### config.mk
export PLATFORM = sky130hd
export DESIGN_NAME = pipe_hazard_ctrl
export DESIGN_NICKNAME = d
export VERILOG_FILES = /design/src/rtl/mips_pkg.sv /design/src/rtl/pipe_hazard_ctrl_fwd_select.sv /design/src/rtl/pipe_hazard_ctrl.sv
export SDC_FILE = /design/constraint.sdc
export NUM_CORES = 1
export LEC_CHECK = 0
export ABC_CLOCK_PERIOD_IN_PS = 4500
export BUFFER_PORTS_ARGS = -buffer_cell sky130_fd_sc_hd__buf_2
export CAP_MARGIN = 20
export CORE_MARGIN = 3
export CORE_UTILIZATION = 43
export CTS_CLUSTER_SIZE = 14
export DETAILED_ROUTE_END_ITERATION = 10
export PLACE_DENSITY = 0.72
export SYNTH_ARGS = -nofsm -noshare
export SYNTH_HDL_FRONTEND = slang
export SYNTH_SLANG_ARGS = --single-unit
### constraint.sdc
create_clock -name clk -period 4.5 [get_ports clk]
set_input_delay 0.225 -clock clk [delete_from_list [all_inputs] [get_ports clk]]
set_output_delay 0.225 -clock clk [all_outputs]
set_load 0.005 [all_outputs]
### src/rtl/mips_pkg.sv
// Shared types and constants for the pipeline hazard controller slice.
package mips_pkg;

   // Register-index width of the five-stage MIPS-style core.
   localparam int REG_WIDTH = 5;

   // Edges between HALT leaving ID and HALT retiring from WB.
   localparam logic [1:0] DRAIN_LEN = 2'd3;

   // Hazard controller sequencing: normal issue, draining after HALT, stopped.
   typedef enum logic [1:0] {
      ST_RUN    = 2'b00,
      ST_DRAIN  = 2'b01,
      ST_HALTED = 2'b10
   } hz_state_e;

   // EX operand source select: register file, EX/MEM latch, MEM/WB latch.
   typedef enum logic [1:0] {
      FWD_REG = 2'b00,
      FWD_MEM = 2'b01,
      FWD_WB  = 2'b10
   } fwd_sel_e;

endpackage

### src/rtl/pipe_hazard_ctrl_fwd_select.sv
// Forwarding select for one EX operand: picks the youngest in-flight writer
// of the operand's source register, never forwarding register 0.
module fwd_select
   import mips_pkg::*;
#(
   parameter int reg_width = REG_WIDTH
) (
   input  logic [reg_width-1:0] src,
   input  logic                 mem_valid,
   input  logic                 mem_regwrite,
   input  logic [reg_width-1:0] mem_rd,
   input  logic                 wb_valid,
   input  logic                 wb_regwrite,
   input  logic [reg_width-1:0] wb_rd,
   output fwd_sel_e             sel
);

   logic mem_hit;
   logic wb_hit;

   assign mem_hit = mem_valid & mem_regwrite & (mem_rd != '0) & (mem_rd == src);
   assign wb_hit  = wb_valid  & wb_regwrite  & (wb_rd  != '0) & (wb_rd  == src);

   // MEM holds the younger result, so it takes priority over WB.
   always_comb begin
      sel = FWD_REG;
      if (mem_hit) begin
         sel = FWD_MEM;
      end else if (wb_hit) begin
         sel = FWD_WB;
      end
   end

endmodule

### src/rtl/pipe_hazard_ctrl.sv
// Pipeline hazard controller: load-use stall, EX redirect flush, operand
// forwarding selects, HALT drain sequencing and saturating event counters.
module pipe_hazard_ctrl
   import mips_pkg::*;
#(
   parameter int reg_width = REG_WIDTH,
   parameter int CNT_W     = 16
) (
   input  logic                 clk,
   input  logic                 reset,
   input  logic                 id_valid,
   input  logic                 id_is_halt,
   input  logic [reg_width-1:0] id_rs1,
   input  logic [reg_width-1:0] id_rs2,
   input  logic                 id_use_rs1,
   input  logic                 id_use_rs2,
   input  logic                 ex_valid,
   input  logic                 ex_regwrite,
   input  logic                 ex_is_load,
   input  logic [reg_width-1:0] ex_rd,
   input  logic [reg_width-1:0] ex_rs1,
   input  logic [reg_width-1:0] ex_rs2,
   input  logic                 mem_valid,
   input  logic                 mem_regwrite,
   input  logic [reg_width-1:0] mem_rd,
   input  logic                 wb_valid,
   input  logic                 wb_regwrite,
   input  logic [reg_width-1:0] wb_rd,
   input  logic                 ex_redirect,
   output logic                 stall_if_id,
   output logic                 bubble_ex,
   output logic                 flush,
   output logic [1:0]           fwd_a,
   output logic [1:0]           fwd_b,
   output logic                 halted,
   output logic [CNT_W-1:0]     stall_cnt,
   output logic [CNT_W-1:0]     flush_cnt
);

   localparam logic [CNT_W-1:0] CNT_ONE = {{(CNT_W-1){1'b0}}, 1'b1};

   hz_state_e  state;
   logic [1:0] drain_cnt;
   logic       load_use;
   logic       run_stall;
   logic       run_flush;
   fwd_sel_e   fwd_a_sel;
   fwd_sel_e   fwd_b_sel;

   // A load in EX whose nonzero destination feeds a source the ID instruction reads.
   assign load_use = ex_valid & ex_is_load & ex_regwrite & (ex_rd != '0) & id_valid &
                     ((id_use_rs1 & (id_rs1 == ex_rd)) | (id_use_rs2 & (id_rs2 == ex_rd)));

   // Events that count only while issuing normally; a redirect kills the stalled pair.
   assign run_flush = (state == ST_RUN) & ex_redirect;
   assign run_stall = (state == ST_RUN) & load_use & ~ex_redirect;

   fwd_select #(.reg_width(reg_width)) u_fwd_a (
      .src          (ex_rs1),
      .mem_valid    (mem_valid),
      .mem_regwrite (mem_regwrite),
      .mem_rd       (mem_rd),
      .wb_valid     (wb_valid),
      .wb_regwrite  (wb_regwrite),
      .wb_rd        (wb_rd),
      .sel          (fwd_a_sel)
   );

   fwd_select #(.reg_width(reg_width)) u_fwd_b (
      .src          (ex_rs2),
      .mem_valid    (mem_valid),
      .mem_regwrite (mem_regwrite),
      .mem_rd       (mem_rd),
      .wb_valid     (wb_valid),
      .wb_regwrite  (wb_regwrite),
      .wb_rd        (wb_rd),
      .sel          (fwd_b_sel)
   );

   // Forwarding selects fall back to the register file while reset is held.
   assign fwd_a = reset ? FWD_REG : fwd_a_sel;
   assign fwd_b = reset ? FWD_REG : fwd_b_sel;

   // Same-cycle pipeline control: redirect beats load-use, drain/halt freezes the front end.
   always_comb begin
      stall_if_id = 1'b0;
      bubble_ex   = 1'b0;
      flush       = 1'b0;
      if (!reset) begin
         case (state)
            ST_RUN: begin
               if (ex_redirect) begin
                  flush = 1'b1;
               end else if (load_use) begin
                  stall_if_id = 1'b1;
                  bubble_ex   = 1'b1;
               end
            end
            ST_DRAIN, ST_HALTED: begin
               stall_if_id = 1'b1;
               bubble_ex   = 1'b1;
            end
            default: begin
               stall_if_id = 1'b0;
            end
         endcase
      end
   end

   // HALT sequencing: a HALT that issues from ID drains three stages, then parks until reset.
   always_ff @(posedge clk or posedge reset) begin
      if (reset) begin
         state     <= ST_RUN;
         drain_cnt <= 2'd0;
         halted    <= 1'b0;
      end else begin
         case (state)
            ST_RUN: begin
               if (id_valid & id_is_halt & ~ex_redirect & ~load_use) begin
                  state     <= ST_DRAIN;
                  drain_cnt <= DRAIN_LEN;
               end
            end
            ST_DRAIN: begin
               if (drain_cnt <= 2'd1) begin
                  state     <= ST_HALTED;
                  drain_cnt <= 2'd0;
                  halted    <= 1'b1;
               end else begin
                  drain_cnt <= drain_cnt - 2'd1;
               end
            end
            ST_HALTED: begin
               halted <= 1'b1;
            end
            default: begin
               state     <= ST_RUN;
               drain_cnt <= 2'd0;
               halted    <= 1'b0;
            end
         endcase
      end
   end

   // Saturating performance counters for load-use stall cycles and redirect flushes.
   always_ff @(posedge clk or posedge reset) begin
      if (reset) begin
         stall_cnt <= '0;
         flush_cnt <= '0;
      end else begin
         if (run_stall && (stall_cnt != '1)) begin
            stall_cnt <= stall_cnt + CNT_ONE;
         end
         if (run_flush && (flush_cnt != '1)) begin
            flush_cnt <= flush_cnt + CNT_ONE;
         end
      end
   end

endmodule
# --- Word level (Yosys, flattened, before mapping) ---
# Cells that the tools add are included.
classes:
  n_addsub: 3
  order_cmp: 1
  n_eq_ne: 12
  muxes: 21
  n_bitwise: 26
  reduce_logical: 10
op_table:
  columns: ["operator", "n"]
  rows:
  - ["adder 16 x 1 -> 16 bit, second input constant", 2]
  - ["!= test 16 bit, second input constant", 2]
  - ["== test 5 bit", 6]
  - ["bitwise AND 1 bit", 21]
  - ["2-to-1 mux 2 bit", 10]
  - ["nonzero test 5 bit", 3]
  - ["one-hot mux 2 bit (3 select lines)", 2]
  - ["2-to-1 mux 1 bit", 7]
  - ["NOT 1 bit", 4]
  - ["AND reduction 2 bit", 2]
  - ["one-hot mux 1 bit (3 select lines)", 1]
  - ["AND reduction 3 bit", 1]
  - ["== test 2 x 1 -> 1 bit, second input constant", 1]
  - ["== test 2 bit, second input constant", 1]
  - ["less-or-equal comparator 2 x 1 -> 1 bit, second input constant", 1]
  - ["logical AND 1 bit", 2]
  - ["logical NOT 2 bit", 1]
  - ["!= test 2 x 1 -> 1 bit, second input constant", 1]
  - ["!= test 2 bit, second input constant", 1]
  - ["one-hot mux 1 bit (2 select lines)", 1]
  - ["OR reduction 2 bit", 1]
  - ["subtractor 2 x 1 -> 2 bit, second input constant", 1]
  - ["OR 1 bit", 1]
word_totals:
  ff_bits: 37
  out_inout_bits: 40

# --- Logic depth before layout (Yosys ltp) ---
# Gate-level depths: netlist (run 1).
logic_depth:
  ltp_word: 9
  depth_mapped: 8

# --- Cells and area by module ---
# From an unflattened synthesis (run 1), not the netlist that was laid out.
unflattened:
  cells_unflattened: 242
  area_unflattened_um2: 2439.8
modules_own_cells:
  columns: ["mod", "instances", "cells_each", "area_per_inst_um2"]
  rows:
  - ["pipe_hazard_ctrl", 1, 202, 2109.5]
  - ["fwd_select", 2, 20, 165.2]

# --- Least setup slack after synthesis (run 1) ---
# Ideal clock, no wire load.
synth_timing:
  kind: "input port to output port"
  from: "input reset"
  to: "output fwd_b[1]"
  arrival_time_ns: 1.740
  required_ns: 4.275
  path_slack_ns: 2.535
  stages: 4
  cell_sequence: "inv_1 o2111a_1 nand4_1 nor4b_1"
synth_between:
  elab_chain_cells: 1
synth_rtl:
  columns: ["item", "line", "text"]
  rows:
  - ["start: declaration", "pipe_hazard_ctrl.sv:10", "input logic reset,"]
  - ["2-to-1 mux 2 bit", "pipe_hazard_ctrl.sv:82", "assign fwd_b = reset ? FWD_REG : fwd_b_sel;"]
  - ["end: declaration", "pipe_hazard_ctrl.sv:34", "output logic [1:0] fwd_b,"]
# Every way passes these cells.

# --- Worst setup path in the final report (run 1) ---
layout_timing:
  from: "register state[0]"
  to: "register flush_cnt[15]"
layout_between:
  elab_chain_cells: 3
layout_rtl:
  columns: ["item", "line", "text"]
  rows:
  - ["start: declaration", "pipe_hazard_ctrl.sv:42", "hz_state_e state;"]
  - ["start signal: assignment", "pipe_hazard_ctrl.sv:113", "state <= ST_RUN;"]
  - ["start signal: assignment", "pipe_hazard_ctrl.sv:120", "state <= ST_DRAIN;"]
  - ["start signal: assignment", "pipe_hazard_ctrl.sv:126", "state <= ST_HALTED;"]
  - ["logical NOT 2 bit", "pipe_hazard_ctrl.sv:55", "assign run_flush = (state == ST_RUN) & ex_redirect;"]
  - ["bitwise AND 1 bit", "pipe_hazard_ctrl.sv:55", null]
  - ["logical AND 1 bit", "pipe_hazard_ctrl.sv:154", "if (run_flush && (flush_cnt != '1)) begin"]
  - ["end signal: assignment", "pipe_hazard_ctrl.sv:155", "flush_cnt <= flush_cnt + CNT_ONE;"]
  - ["end: declaration", "pipe_hazard_ctrl.sv:37", "output logic [CNT_W-1:0] flush_cnt"]
# Every way passes these cells.
# A chain may end at the register's enable or synchronous reset.

==> results.cfg, run 1 <==
[outcome]
status = complete, no violations

[logic_synthesis]
synthAdderAreaFrac = 0.0336
ys_ff_latch = 37
synth-edff-count = 0
synth_top_area_share = 0.415
synth-simple-area-share = 0.216
syn_area_per_cell_um2 = 10.2
synth_area_leader_cell = dfrtp_1
ys_seq_area_frac = 0.415
ys_warn_count = 0
synth_flop_cell = dfrtp_1
ys_top_cells_by_area = dfrtp_1 41%, xnor2_1 17%, xor2_1 5.9%, nand3_1 4.0%, ha_1 3.4%
syn_area_mm2 = 0.00223
synth_compound_area_frac = 0.0650
synth_top_family_by_area = XOR/XNOR gates
syn-num-nets = 274
synthCells = 219
synth_mux_area_frac = 0.0252
synth_xor_area_frac = 0.227
synthArstFlopShare = 1.00
yosysUniqueCellTypes = 39

[sta]
final.setup_skew_ps = 1.19
final-hold-violation-count = 0
min_period_over_period = 0.434
rsz0062_at_grt = false
setup_ws_ps = 2550
relSlewSlack = 0.698
drv_slew = 0
worst_pin_slew_ps = 453
fin_crit_ps = 1950
setup_tns_ps = 0
max_freq_ghz = 0.512
setup_viol_count_final = 0

[worst_setup_path]
r2r-start = state[0]
start_kind = flop
worstPathArrival_ps = 2170
crit_slowest_cell = dfrtp_1
crit_path_end_kind = flop
r2r_slack_ps = 2550
cp_max_fo = 4
worst_r2r_path_depth = 8
cp_cell_sequence = inv_1, ha_1, nand2_1, nor2_1, nand3_1, or3b_1, nor3_1, xor2_1
crit_type = reg2reg
cpPeakStageDelay_ps = 420
crit_required_ps = 4710
r2r-end = flush_cnt[15]

[die]
initial_core_util = 0.458
num_rows = 25
fp.dieH_um = 78.1
die_w_um = 78.1
fp.dieArea_mm2 = 0.00609
pin_count = 89
core_mm2 = 0.00488

[clock_network]
cts-buffers-inserted = 5
cts_resized = 0
clock_path_buffers = 2
root_buffer = clkbuf_8
clkLatencyLatePin_ps = 280
cts_tree = built
hold_buffers = 0
cts-htree-levels = 2
cts.sink_count = 37
postCtsSetupBuffers = 0
path_clk_slew_ps = 70

[drt]
via_count = 1966
ant_nets = 0
drc = 0
drt_first_pass_iters = 4
wirelength_mm = 5.05
viasPerCell = 5.16
wl_per_cell_um = 13.2
drtIter0Drc = 124

[global_routing]
grt_usage = 0.175
grt_max_degree = 38
grt_first_pass_wirelength_mm = 8.58
antenna_found_initial = 0
first_global_vias = 1905
grt.overflow.total = 0

[layout]
diodes = 0
drive_gt1_frac = 0.341
syn2layout_area_growth_pct = 28.0
final_nets = 368
finalNonFillerCells = 381

[placed_design]
gp_congestion = 0.831
dp.cells = 373
hpwl_mm = 4.07
placement.io_buffers = 88
dpl_worst_slack_ps = 2540

[pwr]
p_per_area_mw_per_mm2 = 360
ir_drop_mv = 0.140
p_leak_nw = 1.40

[worst_hold_path]
hold_path_class = in2async

[job]
maxCapViolations = 0
==> cell families (layout without fill, tap and decap cells) <==
family          Yosys count  count (layout)
compound gates           18              18
fa+ha+maj                 6               6
mux                       5               5
xor+xnor                 58              58
flops                    37              37
buf+inv                   7             102
simple gates             88              88
==> layout make-up <==
cell class,count,area [um2]
clock buffers,7,86.3
multi-input cells,175,1270
fillers,448,2020
well taps,67,83.8
inverters,5,18.8
repair buffers,89,448
clock inverters,1,30.0
flip-flops and latches,37,926
==> worst max-delay path by stage <==
stage	slack, ps	depth (start not counted)	start	end
floorplan	2530	4	reset	fwd_b[1]
global placement	2630	8	state[0]	flush_cnt[15]
detailed placement	2540	8	state[0]	flush_cnt[15]
CTS	2520	8	state[0]	flush_cnt[15]
global route	2330	8	state[0]	flush_cnt[15]
finish	2550	8	state[0]	flush_cnt[15]
==> power by group <==
part / switching [mW] / internal, mW / leakage (nW)
clock network: 0.113 / 0.181 / 0.0585
logic: 0.153 / 0.150 / 0.851
registers: 0.0527 / 0.381 / 0.495
==> cells in the mapped netlist, types with 2 or more instances <==
master and instances:
ha_1 6, nand3_1 18, mux2_2 5, and3_1 4, nand4_1 12, a21oi_1 7, or4_1 3, xnor2_1 43
and4_1 4, nand2b_1 2, inv_1 5, nor2_1 13, dfrtp_1 37, nor3_1 5, xor2_1 15, and3_2 2
nand2_1 16
==> metrics by stage <==
step                utilization  instance area, um2  power [mW]  hold slack (ps)
floorplan                     -                2230       0.632              413
global placement          0.562                2740       0.738              449
detailed placement        0.562                2740       0.745              452
CTS                       0.586                2860        1.04              139
global route              0.586                2860        1.11              163
finish                    0.586                2860        1.03              120
==> state kept, by name, summed over array words and instances (netlist names) <==
register,cells
stall_cnt,16
halted,1
state,2
flush_cnt,16
drain_cnt,2
==> critical path, delay by kind of cell (launching register included) <==
family / cells / cell delay (ps)
buffers and inverters: 1 / 100
adder cells (fa/ha/maj): 1 / 200
flip-flops: 1 / 420
AND/OR/NAND/NOR: 5 / 1000
XOR/XNOR: 1 / 160
==> layout by cell type (no fill, tap or decap), drive strengths merged <==
cell type and instances:
o211a 1, a2111oi 1, xor2 15, nor3 5, o22ai 1, nand4 12, nor4 1, o21ai 1
o311ai 1, o21bai 1, and2b 3, dfrtp 37, nor4b 1, and3 6, or4 3, o211ai 1
nor2 13, o31a 1, a2bb2oi 1, buf 89, nand2 16, or3b 1, nand2b 2, bufinv 1
xnor2 43, inv 5, clkbuf 7, and4 5, o2111ai 1, o2111a 1, a21oi 7, and2 1
nand3 18, nor2b 1, ha 6, mux2 5
==> layer usage <==
layer,part of all wire,global-route usage
met2,0.49,0.305
met3,0.078,0.0470
met5,0,0
met4,0.013,0.0542
met1,0.42,0.209
(Power assumes the default switching activity.)
==> run 2: changes to the inputs <==
- ABC_AREA: not set -> 1
- ABC_CLOCK_PERIOD_IN_PS: 4500 -> 1800
- PLACE_DENSITY: 0.72 -> 0.7
- clock period: 4.5 -> 1.8 ns (I/O delays scaled with it)
==> results.cfg, run 2 <==
[worst_hold_path]
min_to = drain_cnt[0]
holdCritStartpoint = ex_redirect
hold_path_depth = 6
hold_path_class = in2reg

[logic_synthesis]
synthTopCellsByCount = 136 x nand2_1, 41 x inv_1, 37 x dfrtp_1
syn_area_mm2 = 0.00272
synth_flop_cell = dfrtp_1
ys_warn_count = 0
ys_seq_area_frac = 0.341
ys_ff_latch = 37
synth-edff-count = 0
syn-num-nets = 442
synthAdderAreaFrac = 0.0276
synth-simple-area-share = 0.368
syn_area_per_cell_um2 = 7.02
synth_top_area_share = 0.341
ys_top_cells_by_area = dfrtp_1 34%, nand2_1 19%, xor2_1 8.7%, inv_1 5.7%, xnor2_1 5.5%
synthArstFlopShare = 1.00
synth_top_family_by_area = simple AND/OR/NAND/NOR gates
synth_compound_area_frac = 0.0387
synth_xor_area_frac = 0.142
synth_area_leader_cell = dfrtp_1
synth_most_common_cell = nand2_1
yosysUniqueCellTypes = 30
synthCells = 387
synth_mux_area_frac = 0

[placed_design]
gp_congestion = 0.946
hpwl_mm = 5.31
dpl_worst_slack_ps = 154
placement.io_buffers = 88

[drt]
drtIter0Drc = 88
ant_nets = 0
viasPerCell = 4.80
via_count = 2692
drt_first_pass_iters = 4
drc = 0
wl_per_cell_um = 11.5
wirelength_mm = 6.47

[layout]
drive_gt1_frac = 0.265
fill_cells = 601
final_nets = 541
reg_top3 = flush_cnt: 16 flops, stall_cnt: 16 flops
diodes = 0
syn2layout_area_growth_pct = 25.0
layout_commonest_cell = nand2_1
final_cell_mix = 136 x nand2_1, 88 x buf_2, 41 x inv_1

[worst_setup_path]
start_kind = flop
worst_r2r_path_depth = 8
crit_type = reg2out
crit_path_end_kind = output pin
crit_slowest_cell = dfrtp_1
cpPeakStageDelay_ps = 410
r2r-end = flush_cnt[6]
cp_max_fo = 5
r2r-start = flush_cnt[0]
r2r_slack_ps = 180
crit_required_ps = 1710
cp_top_family = flip-flops
worstPathArrival_ps = 1600
path_common_cell = nand2_1
cp_num_buf_inv = 3
cp_cell_sequence = inv_1, ha_2, inv_1, nor2_2, nand2_1, nand2_1, nand2_1, nor2_2, buf_2

[global_routing]
first_global_vias = 2509
grt_usage = 0.180
grt.overflow.total = 0
grt_max_degree = 23
grt_first_pass_wirelength_mm = 10.8
antenna_found_initial = 0

[die]
pin_count = 89
core_mm2 = 0.00603
die_w_um = 85.5
num_rows = 28
initial_core_util = 0.451
fp.dieH_um = 85.5
fp.dieArea_mm2 = 0.00730

[sta]
setup_tns_ps = 0
min_period_over_period = 0.937
fin_crit_ps = 1690
worst_pin_slew_ps = 347
setup_ws_ps = 114
final-hold-violation-count = 0
max_freq_ghz = 0.593
rsz0062_at_grt = false
final.setup_skew_ps = 11.6
relSlewSlack = 0.767
drv_slew = 0
setup_viol_count_final = 0

[clock_network]
cts-htree-levels = 2
root_buffer = clkbuf_8
cts.sink_count = 37
clock_path_buffers = 2
cts_tree = built
cts-buffers-inserted = 5
path_clk_slew_ps = 80
clkLatencyLatePin_ps = 290

[pwr]
internal_power_mw = 1.75
seqPwrFrac = 0.409
p_switching_uw = 960
p_per_area_mw_per_mm2 = 798
ir_drop_mv = 0.652
power_switching_share = 0.354
power_frac_comb = 0.335
p_leak_nw = 1.86
p_clk_frac = 0.256

[outcome]
status = complete, no violations

[job]
maxCapViolations = 0
## run 2: routing by layer
layer	track usage	part of all wire
met3	0.0379	0.043
met4	0.0604	0.014
met1	0.218	0.43
met5	0	0
met2	0.316	0.51
## run 2: repair_timing
action,in CTS,in global routing
pin swaps,0,1
endpoints found under the setup margin,2,4
endpoints found under the hold margin,37,0
gates resized for setup,1,4
buffers inserted,0,2
hold buffers,1,0
gates cloned,0,0
## run 2: cells by family (layout without fill, tap and decap cells)
logic type,after synthesis,after routing
fa+ha+maj,6,6
compound gates,20,20
flops,37,37
xor+xnor,44,44
simple gates,227,227
buf+inv,53,152
## run 2: worst reg2reg max path, delay by kind of cell (launching register included)
kind	cells	cell delay, ps
AND/OR/NAND/NOR	5	550
flip-flops	1	420
buffers and inverters	1	170
XOR/XNOR	1	160
adder cells (fa/ha/maj)	1	250
## run 2: stage by stage
stage          instance area [um2]  cells  power [mW]  hold WS (ps)   util
4_1_cts                       3370    559        2.70           288  0.559
2_1_floorplan                 2720    387        1.68           211      -
3_5_place_dp                  3250    551        1.99           232  0.539
3_3_place_gp                  3250    551        1.96           232  0.539
5_1_grt                       3390    561        2.93           399  0.563
6_report                      3390    561        2.71           329  0.563
## run 2: worst max path at each step
stage,from,end,slack (ps),depth (start not counted)
finish,state[0],bubble_ex,110,9
global route,state[1],stall_if_id,3,9
detailed placement,flush_cnt[0],flush_cnt[10],150,9
CTS,state[0],bubble_ex,20,9
global placement,flush_cnt[0],flush_cnt[10],200,9
floorplan,reset,fwd_b[1],230,5
## run 2: power by group through the flow
stage                     clock network, mW  registers (mW)  logic, mW
after detailed placement                  0            1.12      0.867
after CTS                             0.720            1.11      0.875
after global placement                    0            1.11      0.850
after floorplan                           0            1.10      0.577
final                                 0.693            1.11      0.907
after global routing                  0.754            1.13       1.05
## run 2: area by class of cell
cell class	count	area, um2	share of cell area
timing repair buffer	97	510	0.150
clock inverter	2	35.0	0.0103
clock buffer	5	68.8	0.0203
inverter	48	180	0.0531
multi-input combinational	297	1580	0.465
sequential	37	926	0.273
tap	75	93.8	0.0277
==> run 3: changes to the inputs <==
==> constraint.sdc (replaced) <==
create_clock -name clk -period 1.8 [get_ports clk]
set_input_delay 0.36 -clock clk [delete_from_list [all_inputs] [get_ports clk]]
set_output_delay 0.36 -clock clk [all_outputs]
set_load 0.005 [all_outputs]
==> results.cfg, run 3 (same netlist as run 2, synthesis figures left out) <==
[worst_setup_path]
crit_path_end = stall_cnt[15]
crit_required_ps = 2010
worstPathArrival_ps = 2010
cp_max_fo = 7
crit_type = reg2reg
worst_r2r_path_depth = 13
worstSetupStartpoint = state[0]
r2r-start = state[0]
r2r_slack_ps = -3
crit_path_end_kind = flop
r2r-end = stall_cnt[15]
start_kind = flop

[pwr]
power_frac_comb = 0.400
total_power_mw = 2.81
p_leak_nw = 1.92
p_per_area_mw_per_mm2 = 792
power_switching_share = 0.363
p_clk_frac = 0.209
p_switching_mw = 1.02
internal_power_mw = 1.79
ir_drop_mv = 0.432
seqPwrFrac = 0.391

[clock_network]
cts-buffers-inserted = 5
clock_path_buffers = 2
cts.sink_count = 37
root_buffer = clkbuf_8
hold_buffers = 0
cts-htree-levels = 2
clkLatencyLatePin_ps = 280
cts_tree = built
path_clk_slew_ps = 70

[die]
fp.dieH_um = 85.5
num_rows = 28
core_mm2 = 0.00603
fp.dieArea_mm2 = 0.00730
initial_core_util = 0.451
pin_count = 89
die_w_um = 85.5

[sta]
final-hold-violation-count = 0
setup_tns_ps = -3.14
setup_viol_count_final = 1
worst_pin_slew_ps = 340
fin_crit_ps = 1800
setup_ws_ps = -3.14
hold_ws_ps = 162
relSlewSlack = 0.772
drv_slew = 0
max_freq_ghz = 0.555
min_period_over_period = 1.00
final.setup_skew_ps = 3.07
rsz0062_at_grt = true

[drt]
wl_per_cell_um = 11.7
drtIter0Drc = 100
drc = 0
viasPerCell = 4.78
via_count = 2751
wirelength_mm = 6.75
drt_first_pass_iters = 4
ant_nets = 0

[global_routing]
antenna_found_initial = 0
grt_usage = 0.185
grt_max_degree = 22
grt.overflow.total = 0
grt_first_pass_wirelength_mm = 11.2
first_global_vias = 2693

[layout]
final_util = 0.590
final_nets = 555
diodes = 0
reg_top3 = flush_cnt: 16 flops, stall_cnt: 16 flops
finalNonFillerCells = 575
final_cell_mix = 135 x nand2_1, 84 x buf_2, 37 x dfrtp_1
syn2layout_area_growth_pct = 30.9
drive_gt1_frac = 0.314
regArea_um2 = 926
fill_cells = 600
layout_commonest_cell = nand2_1
final_cell_area_mm2 = 0.00355
multiInputGateArea_mm2 = 0.00163

[outcome]
status = finished with violations
violations = negative setup slack

[placed_design]
dpl_cell_area_mm2 = 0.00328
gp_congestion = 0.893
placement.io_buffers = 88
dp.cells = 554
dpl_worst_slack_ps = 2.02
hpwl_mm = 5.16

[job]
maxCapViolations = 0

[worst_hold_path]
hold_path_class = in2async
==> run 3: metal layers <==
| layer | vias to the layer above | global-route usage | wire [um] | part of all wire |
|---|---|---|---|---|
| met5 | - | 0 | 0 | 0 |
| met4 | 0 | 0.0489 | 48 | 0.0071 |
| met3 | 7 | 0.0359 | 267 | 0.040 |
| met2 | 58 | 0.326 | 3450 | 0.51 |
| met1 | 1248 | 0.230 | 2980 | 0.44 |
| li1 | 1438 | - | - | - |
==> run 3: power groups by stage <==
| stage | clock (mW) | sequential (mW) | combinational [mW] |
|---|---|---|---|
| after global placement | 0 | 1.11 | 0.880 |
| after global routing | 0.642 | 1.12 | 1.29 |
| after floorplan | 0 | 1.10 | 0.577 |
| after CTS | 0.606 | 1.10 | 1.06 |
| after detailed placement | 0 | 1.12 | 0.900 |
| final | 0.587 | 1.10 | 1.13 |
==> run 3: final cells by class <==
class	instances	share of cell area
multi-input combinational	297	0.457
inverter	48	0.0532
clock buffer	7	0.0243
sequential	37	0.260
timing repair buffer	111	0.178
tap	75	0.0264
==> run 3: critical path, stage by stage, from the launching register on <==
cell,delay [ps]
dfrtp_1,370
inv_2,70
ha_4,160
inv_2,80
nor2_4,40
buf_4,120
buf_4,120
buf_4,120
buf_4,120
buf_4,120
nand3_2,150
buf_6,150
nand2_1,50
o21ai_1,70
==> run 3: worst min-delay path by stage <==
stage	from	end	slack [ps]	cells past startpoint
finish	reset	stall_cnt[6]	160	3
global route	reset	state[0]	190	3
CTS	reset	state[0]	160	3
detailed placement	reset	drain_cnt[1]	470	3
global placement	reset	state[1]	470	3
floorplan	reset	drain_cnt[0]	330	1
==> run 3: what timing repair did <==
action / in CTS / in global routing
setup buffers: 10 / 3
resized for setup: 7 / 24
pin swaps: 4 / 16
setup endpoints to repair: 2 / 21
gates cloned: 0 / 1
